--- src/rtl/player_move.sv ---
// player_move: moves the player sprite one STEP per frame_tick using debounced
// buttons, clamped to the legal play area, and runs a timed chop action that
// freezes movement for CHOP_FRAMES frames.
// Optional feature: define PLAYER_DIAGONAL_MOVE_EN to let horizontal and
// vertical presses both move in the same frame (horizontal wins the facing).
// Without it only one axis moves per frame, priority left, right, up, down.
module player_move #(
    parameter int X_INIT      = 64,
    parameter int Y_INIT      = 64,
    parameter int STEP        = 2,
    parameter int X_MIN       = 0,
    parameter int X_MAX       = 1024,
    parameter int Y_MIN       = 0,
    parameter int Y_MAX       = 768,
    parameter int WIDTH       = 32,
    parameter int HEIGHT      = 32,
    parameter int CHOP_FRAMES = 60
) (
    input  logic        pixel_clk_in,
    input  logic        rst_in,
    input  logic        frame_tick,
    input  logic        btn_left,
    input  logic        btn_right,
    input  logic        btn_up,
    input  logic        btn_down,
    input  logic        chop_req,
    input  logic [3:0]  held_state,
    output logic [10:0] x_out,
    output logic [9:0]  y_out,
    output logic [1:0]  player_direction,
    output logic [3:0]  player_state,
    output logic        chop_done
);

    typedef enum logic {
        WALK = 1'b0,
        CHOP = 1'b1
    } state_t;

    localparam logic [1:0] DIR_LEFT  = 2'd0;
    localparam logic [1:0] DIR_RIGHT = 2'd1;
    localparam logic [1:0] DIR_UP    = 2'd2;
    localparam logic [1:0] DIR_DOWN  = 2'd3;

    // Position arithmetic is done in 12-bit signed so a step past zero goes
    // negative and clamps instead of wrapping around.
    localparam logic signed [11:0] STEP_S = 12'(STEP);
    localparam logic signed [11:0] X_LO   = 12'(X_MIN);
    localparam logic signed [11:0] X_HI   = 12'(X_MAX - WIDTH);
    localparam logic signed [11:0] Y_LO   = 12'(Y_MIN);
    localparam logic signed [11:0] Y_HI   = 12'(Y_MAX - HEIGHT);
    localparam logic [7:0]         CHOP_LAST = 8'(CHOP_FRAMES - 1);

    state_t      state_reg, state_next;
    logic [7:0]  cnt_reg, cnt_next;
    logic [10:0] x_reg, x_next;
    logic [9:0]  y_reg, y_next;
    logic [1:0]  dir_reg, dir_next;
    logic [3:0]  pstate_reg, pstate_next;
    logic        done_reg, done_next;

    // Effective presses after cancelling opposite buttons on each axis
    logic        press_l, press_r, press_u, press_d;
    logic        step_h, step_v, move_en;
    logic signed [11:0] x_wide, y_wide, x_cand, y_cand, x_clamp, y_clamp;

    function automatic logic signed [11:0] clamp12(
        input logic signed [11:0] v,
        input logic signed [11:0] lo,
        input logic signed [11:0] hi
    );
        if (v < lo)
            return lo;
        else if (v > hi)
            return hi;
        else
            return v;
    endfunction

    // State register and all registered outputs
    always_ff @(posedge pixel_clk_in) begin
        if (rst_in) begin
            state_reg  <= WALK;
            cnt_reg    <= 8'd0;
            x_reg      <= 11'(X_INIT);
            y_reg      <= 10'(Y_INIT);
            dir_reg    <= DIR_DOWN;
            pstate_reg <= 4'd0;
            done_reg   <= 1'b0;
        end else begin
            state_reg  <= state_next;
            cnt_reg    <= cnt_next;
            x_reg      <= x_next;
            y_reg      <= y_next;
            dir_reg    <= dir_next;
            pstate_reg <= pstate_next;
            done_reg   <= done_next;
        end
    end

    // Next-state logic: chop entry, frame counting and chop completion
    always_comb begin
        state_next = state_reg;
        cnt_next   = cnt_reg;
        done_next  = 1'b0;
        case (state_reg)
            WALK: begin
                // A chop request beats a same-cycle frame_tick
                if (chop_req) begin
                    state_next = CHOP;
                    cnt_next   = 8'd0;
                end
            end
            CHOP: begin
                // chop_req is ignored here so the counter is never restarted
                if (frame_tick) begin
                    if (cnt_reg == CHOP_LAST) begin
                        state_next = WALK;
                        cnt_next   = 8'd0;
                        done_next  = 1'b1;
                    end else begin
                        cnt_next = cnt_reg + 8'd1;
                    end
                end
            end
            default: begin
                state_next = WALK;
                cnt_next   = 8'd0;
            end
        endcase
    end

    // Output logic: movement, clamping, facing and player_state
    always_comb begin
        press_l = btn_left  & ~btn_right;
        press_r = btn_right & ~btn_left;
        press_u = btn_up    & ~btn_down;
        press_d = btn_down  & ~btn_up;

`ifdef PLAYER_DIAGONAL_MOVE_EN
        step_h = press_l | press_r;
        step_v = press_u | press_d;
`else
        step_h = press_l | press_r;
        step_v = ~step_h & (press_u | press_d);
`endif

        move_en = (state_reg == WALK) && frame_tick && !chop_req;

        x_wide  = $signed({1'b0, x_reg});
        y_wide  = $signed({2'b00, y_reg});
        x_cand  = press_l ? (x_wide - STEP_S) : (x_wide + STEP_S);
        y_cand  = press_u ? (y_wide - STEP_S) : (y_wide + STEP_S);
        x_clamp = clamp12(x_cand, X_LO, X_HI);
        y_clamp = clamp12(y_cand, Y_LO, Y_HI);

        x_next   = x_reg;
        y_next   = y_reg;
        dir_next = dir_reg;
        if (move_en) begin
            // Vertical first so a horizontal move overrides the facing.
            // A blocked move still turns the sprite toward the bound.
            if (step_v) begin
                y_next   = 10'(y_clamp);
                dir_next = press_u ? DIR_UP : DIR_DOWN;
            end
            if (step_h) begin
                x_next   = 11'(x_clamp);
                dir_next = press_l ? DIR_LEFT : DIR_RIGHT;
            end
        end

        pstate_next = (state_next == CHOP) ? 4'd1 : held_state;
    end

    assign x_out            = x_reg;
    assign y_out            = y_reg;
    assign player_direction = dir_reg;
    assign player_state     = pstate_reg;
    assign chop_done        = done_reg;

endmodule
--- config.mk ---
export PLATFORM = sky130hd
export DESIGN_NAME = player_move
export DESIGN_NICKNAME = d
export VERILOG_FILES = /design/src/rtl/player_move.sv
export SDC_FILE = /design/constraint.sdc
export NUM_CORES = 1
export LEC_CHECK = 0
export ABC_CLOCK_PERIOD_IN_PS = 4400
export CAP_MARGIN = 20
export CELL_PAD_IN_SITES_DETAIL_PLACEMENT = 0
export CELL_PAD_IN_SITES_GLOBAL_PLACEMENT = 1
export CORE_AREA = 4 4 93 95
export DETAILED_ROUTE_END_ITERATION = 8
export DIE_AREA = 0 0 97 99
export GPL_TIMING_DRIVEN = 1
export PLACE_DENSITY_LB_ADDON = 0.1
export REMOVE_ABC_BUFFERS = 1
export SYNTH_ARGS = -nofsm -noshare
export SYNTH_HDL_FRONTEND = slang
export SYNTH_SLANG_ARGS = --single-unit
--- constraint.sdc ---
create_clock -name pixel_clk_in -period 4.4 [get_ports pixel_clk_in]
set_input_delay 1.1 -clock pixel_clk_in [delete_from_list [all_inputs] [get_ports pixel_clk_in]]
set_output_delay 1.1 -clock pixel_clk_in [all_outputs]
set_load 0.02 [all_outputs]
# After elaboration in Yosys (flattened, before gate mapping)
# Index checks and enable logic that the tools add are counted.
[word_totals] register_bits=37 in_bits=12
[op_classes] n_addsub=5 n_lt_le_gt_ge=4 n_eq_ne=3 n_mux=20 bitwise_logic=14 n_reduce_logical=10
[op_table] op="$gt 12x11->1 const B" count=2
[op_table] op="$lt 12x1->1 const B" count=2
[op_table] op="$mux 12" count=2
[op_table] op="$mux 8" count=3
[op_table] op="$mux 11" count=2
[op_table] op="$mux 10" count=2
[op_table] op="$pmux 8 s2" count=1
[op_table] op="$add 11x2->12 const B" count=1
[op_table] op="$sub 11x2->12 const B" count=1
[op_table] op="$add 10x2->11 const B" count=1
[op_table] op="$sub 10x2->11 const B" count=1
[op_table] op="$add 8x1->8 const B" count=1
[op_table] op="$eq 8x6->1 const B" count=1
[op_table] op="$reduce_and 2->1" count=4
[op_table] op="$mux 1" count=7
[op_table] op="$not 1->1" count=7
[op_table] op="$and 1x1->1" count=5
[op_table] op="$mux 2" count=2
[op_table] op="$ne 2x2->1 const B" count=2
[op_table] op="$reduce_or 3->1" count=1
[op_table] op="$logic_and 1x1->1" count=2
[op_table] op="$or 1x1->1" count=2
[op_table] op="$pmux 1 s2" count=1
[op_table] op="$reduce_bool 2->1" count=1
[op_table] op="2 further kinds" count=2

# Depth between registers and ports, before layout
[logic_depth] ltp_word=7 ltp_mapped=12 mapped_depth_nobuf=11

# Worst setup path after synthesis
# No wires, ideal clock.
[synth_path] path_type="input to register" startpoint="input btn_right" endpoint="register x_reg[1] (netlist: x_out[1])" arrival_time_ps=3503 required_time_ps=4279 slack_ps=776 path_stages=11 path_buffers=0 cell_sequence="inv_1 ha_1 fa_1 nand4bb_1 and4b_2 o22ai_2 a31o_1 a221o_1 and3b_1 and2_1 mux2_2"
[synth_between] elab_chain_cells=6 word_cells_on_any_way=10 cone_classes="2 x order compare; 3 x mux; 4 x bitwise; 1 x reduce/logical"
[synth_rtl] item="from (decl)" line="23" rtl="input logic btn_right,"
[synth_rtl] item="$not 1->1" line="135" rtl="press_l = btn_left & ~btn_right;"
[synth_rtl] item="$and 1x1->1" line="135"
[synth_rtl] item="$mux 12" line="152" rtl="x_cand = press_l ? (x_wide - STEP_S) : (x_wide + STEP_S);"
[synth_rtl] item="$gt 12x11->1" line="74" rtl="else if (v > hi)"
[synth_rtl] item="$mux 11" line="74"
[synth_rtl] item="$mux 11" line="72" rtl="if (v < lo)"
[synth_rtl] item="to (signal assigned)" line="85" rtl="x_reg <= 11'(X_INIT);"
[synth_rtl] item="to (signal assigned)" line="93" rtl="x_reg <= x_next;"
[synth_rtl] item="to (decl)" line="56" rtl="logic [10:0] x_reg, x_next;"
# Several ways; a longest one is shown, not always the timed one.
# A chain may end at the register's enable or synchronous reset.

# Worst setup path after layout
# Same ends and word-level chain as after synthesis.

==> run metrics <==
status=finished clean; Async S/R FF share, synth=0%; Syn-to-layout area delta=20.8%; Worst Hold Launch=player_direction[0]$_SDFFE_PP1P_; setup tns final=0 ns; Critical R2R Capture=x_out[1]$_SDFFE_PP0P_; number of port buffers=37; total CTS buffers=5; Psw=between 200 and 250 uW; CP endpoint kind=register; syn_area_per_cell=between 8 and 9 sq um; Reg-to-Reg Start=x_out[1]$_SDFFE_PP0P_; Resized cells post-CTS=0; max-slew violations=0; CTS Sinks=35; Reg2Reg Depth=9; routability congestion estimate=0.762; Mapped Area=around 2700 sq um; Max Root-Sink Buffers=2; Via density=5.38; Post-Route WL=6660 um; DRC violations left=0; die boundary width=between 90 and 100 um; Critical Path Source Type=primary input; Final Hold Fails=0; count leader, synth=dfxtp_1; Layout Cells excl Fill=465; fin nets=384; Netlist cell types=83; reg2reg setup slack=1.53 ns; min cycle time layout=around 4 ns; DRT iter0 DRCs=73; Die ar.=9600 sq um; mux contribution to synthesized area=between 1.5 and 2%; Syn Inst Count=328; Sw Ratio=27.3%; main combinational cell family by area after synthesis=simple AND/OR/NAND/NOR gates; Final Setup Violations=0; part of the power in the clock network=36.6%; Post-synth EDFFs=0; number of synthesized register bits=35; P_int=560 uW; WS Path Type=primary input to register; first-pass GRT wire length=11300 um; hold path depth=1; Seq/Total Area, Yosys=26.1%; Pwr per Cell Area=238 nW/um^2; Vias=2504; Initial DRT Pass Iterations=4; cell total after placement=458; CTS tree=yes; Crit-path slowest cell=clkdlybuf4s50_1; Clock Skew=0.0113 ns; CTS Root Cell=clkbuf_8; Core Box Area=7730 sq um; number of primary I/O pins=40; CP required=around 4.6 ns; YS warnings=0; GR Util All Layers=13.9%; Largest stage delay, worst path=0.46 ns; Max Cap Viol=0; Synth top cells by count=35 x dfxtp_1, 34 x nor2_1, 22 x nand2_1; leading post-synthesis cells by cell area=dfxtp_1 26%, nor2_1 4.8%, ha_1 3.7%, xnor2_1 3.6%, a21oi_1 3.5%; initial antenna violation count=0; XOR/XNOR Fraction of Synth Area=6.15%; Die Height=just under 100 um; cell taking the most area after synthesis=dfxtp_1; Max transition margin=a little over half; Worst EP arrival=4.17 ns; cts hold-fix bufs=0; clk slew on worst S/H paths=0.07 ns; H-tree depth=2; Synth Area in Simple Gates=29.5%; worst-skew pair later-pin latency=0.29 ns; worst-path cell chain=clkdlybuf4s50_1 > inv_1 > ha_1 > fa_1 > nand4b_1 > and4b_2 > o22ai_2 > a31o_1 > a221o_1 > and3b_1 > and2_1 > mux2_2; Post-CTS Setup Bufs=0; peak supply drop=0.133 mV; vias in the first global route=2380; Tcrit/Tclk final=90.9%; crit-path max FO=5; fmax=between 0.2 and 0.25 GHz; final HPWL from detailed placement=about 5000 um; largest net degree at the start of global routing=29; slew at the pin closest to its max-slew limit=0.689 ns; GRT overflow=0; Lkg Pwr=roughly 0.0012 uW; Flop pwr share=approximately 44%; antenna viol nets, final=0; Synth top area share=26.1%; Logic pwr share=19.4%; Tightest Hold Check Type=register to register; WL/cell=about 14 um; RSZ-0062 raised after global routing=no; # rows=32; ant diodes=0; share of cells above drive strength 1=between 10% and 20%; hold endpoint=player_direction[0]$_SDFFE_PP1P_; most common flop cell mapped by yosys=dfxtp_1; Initial Utilization=between 30% and 40%; number of flip-flops in the largest register=10; Adder-Cell Fraction of Synth Area=4.47%; Synth Area in Compound Gates=between 20% and 30%; Setup crit start=btn_right
==> per-layer routing <==
layer | share of wire [%] | track usage [%] | wire length [um]
met2 | 50 | 25.4 | 3320
met5 | 0 | 0 | 0
met1 | 46 | 16.6 | 3050
met4 | 1.7 | 4.64 | 110
met3 | 2.7 | 2.19 | 181
==> final cells by class <==
class	instances	area (sq um)
fill	811	4480
clock buffer	6	72.6
tap	102	128
timing repair buffer	49	460
multi-input combinational	265	1830
inverter	7	26.3
sequential	35	701
clock inverter	1	30.0
==> cell usage in the layout (no fill, tap or decap), drive strengths merged, types with 6 or more instances in the layout <==
cell | netlist | layout
a21o | 11 | 11
a21oi | 20 | 20
a31oi | 6 | 6
and2 | 6 | 6
buf | 15 | 12
clkbuf | 7 | 6
clkdlybuf4s50 | 0 | 37
dfxtp | 35 | 35
ha | 8 | 8
inv | 7 | 7
nand2 | 22 | 22
nand2b | 8 | 8
nand3 | 6 | 6
nor2 | 35 | 35
nor2b | 6 | 6
nor3 | 9 | 9
o21ai | 18 | 18
o22ai | 6 | 6
xnor2 | 12 | 12
xor2 | 6 | 6
==> kinds of logic (layout without fill, tap and decap cells) <==
logic type	count (synthesis)	in the layout
AND/OR/NAND/NOR	136	136
AO/OA/AOI/OAI	95	95
flip-flops	35	35
buffers and inverters	29	63
XOR/XNOR	18	18
adder cells (fa/ha/maj)	9	9
multiplexers	5	5
other	1	2
==> critical path, delay by kind of cell <==
kind	cells	cell delay, ns
AOI/OAI and AO/OA	3	0.78
buffers and inverters	2	0.51
muxes	1	0.25
adders and majority gates	2	0.67
and+or+nand+nor	4	0.86
==> how the worst max path moves through the flow <==
stage,depth (start not counted),to,slack [ns]
after floorplan,11,x_out[1]$_SDFFE_PP0P_,0.47
after global placement,13,x_out[6]$_SDFFE_PP1P_,0.17
after detailed placement,12,x_out[1]$_SDFFE_PP0P_,0.12
after CTS,12,x_out[1]$_SDFFE_PP0P_,0.41
after global routing,13,x_out[6]$_SDFFE_PP1P_,0.18
final,12,x_out[1]$_SDFFE_PP0P_,0.40
==> power by group through the flow <==
stage / clock (uW) / sequential [uW] / combinational, uW
2_1_floorplan: 0 / 351 / 86.3
3_3_place_gp: 0 / 347 / 151
3_5_place_dp: 0 / 347 / 151
4_1_cts: 294 / 339 / 151
5_1_grt: 303 / 341 / 164
6_report: 282 / 339 / 150
==> through the flow <==
stage          power (uW)  setup WS, ns  hold slack (ns)  cell area [sq um]  utilization [%]
2_1_floorplan         438         0.474            0.448               2550                -
6_report              771         0.400            0.472               3240             42.0
3_3_place_gp          499         0.172            0.458               3140             40.7
5_1_grt               809         0.178            0.502               3240             42.0
3_5_place_dp          497         0.121            0.466               3140             40.7
4_1_cts               784         0.408            0.480               3240             42.0
No activity file was read; power rests on OpenSTA's default activity.
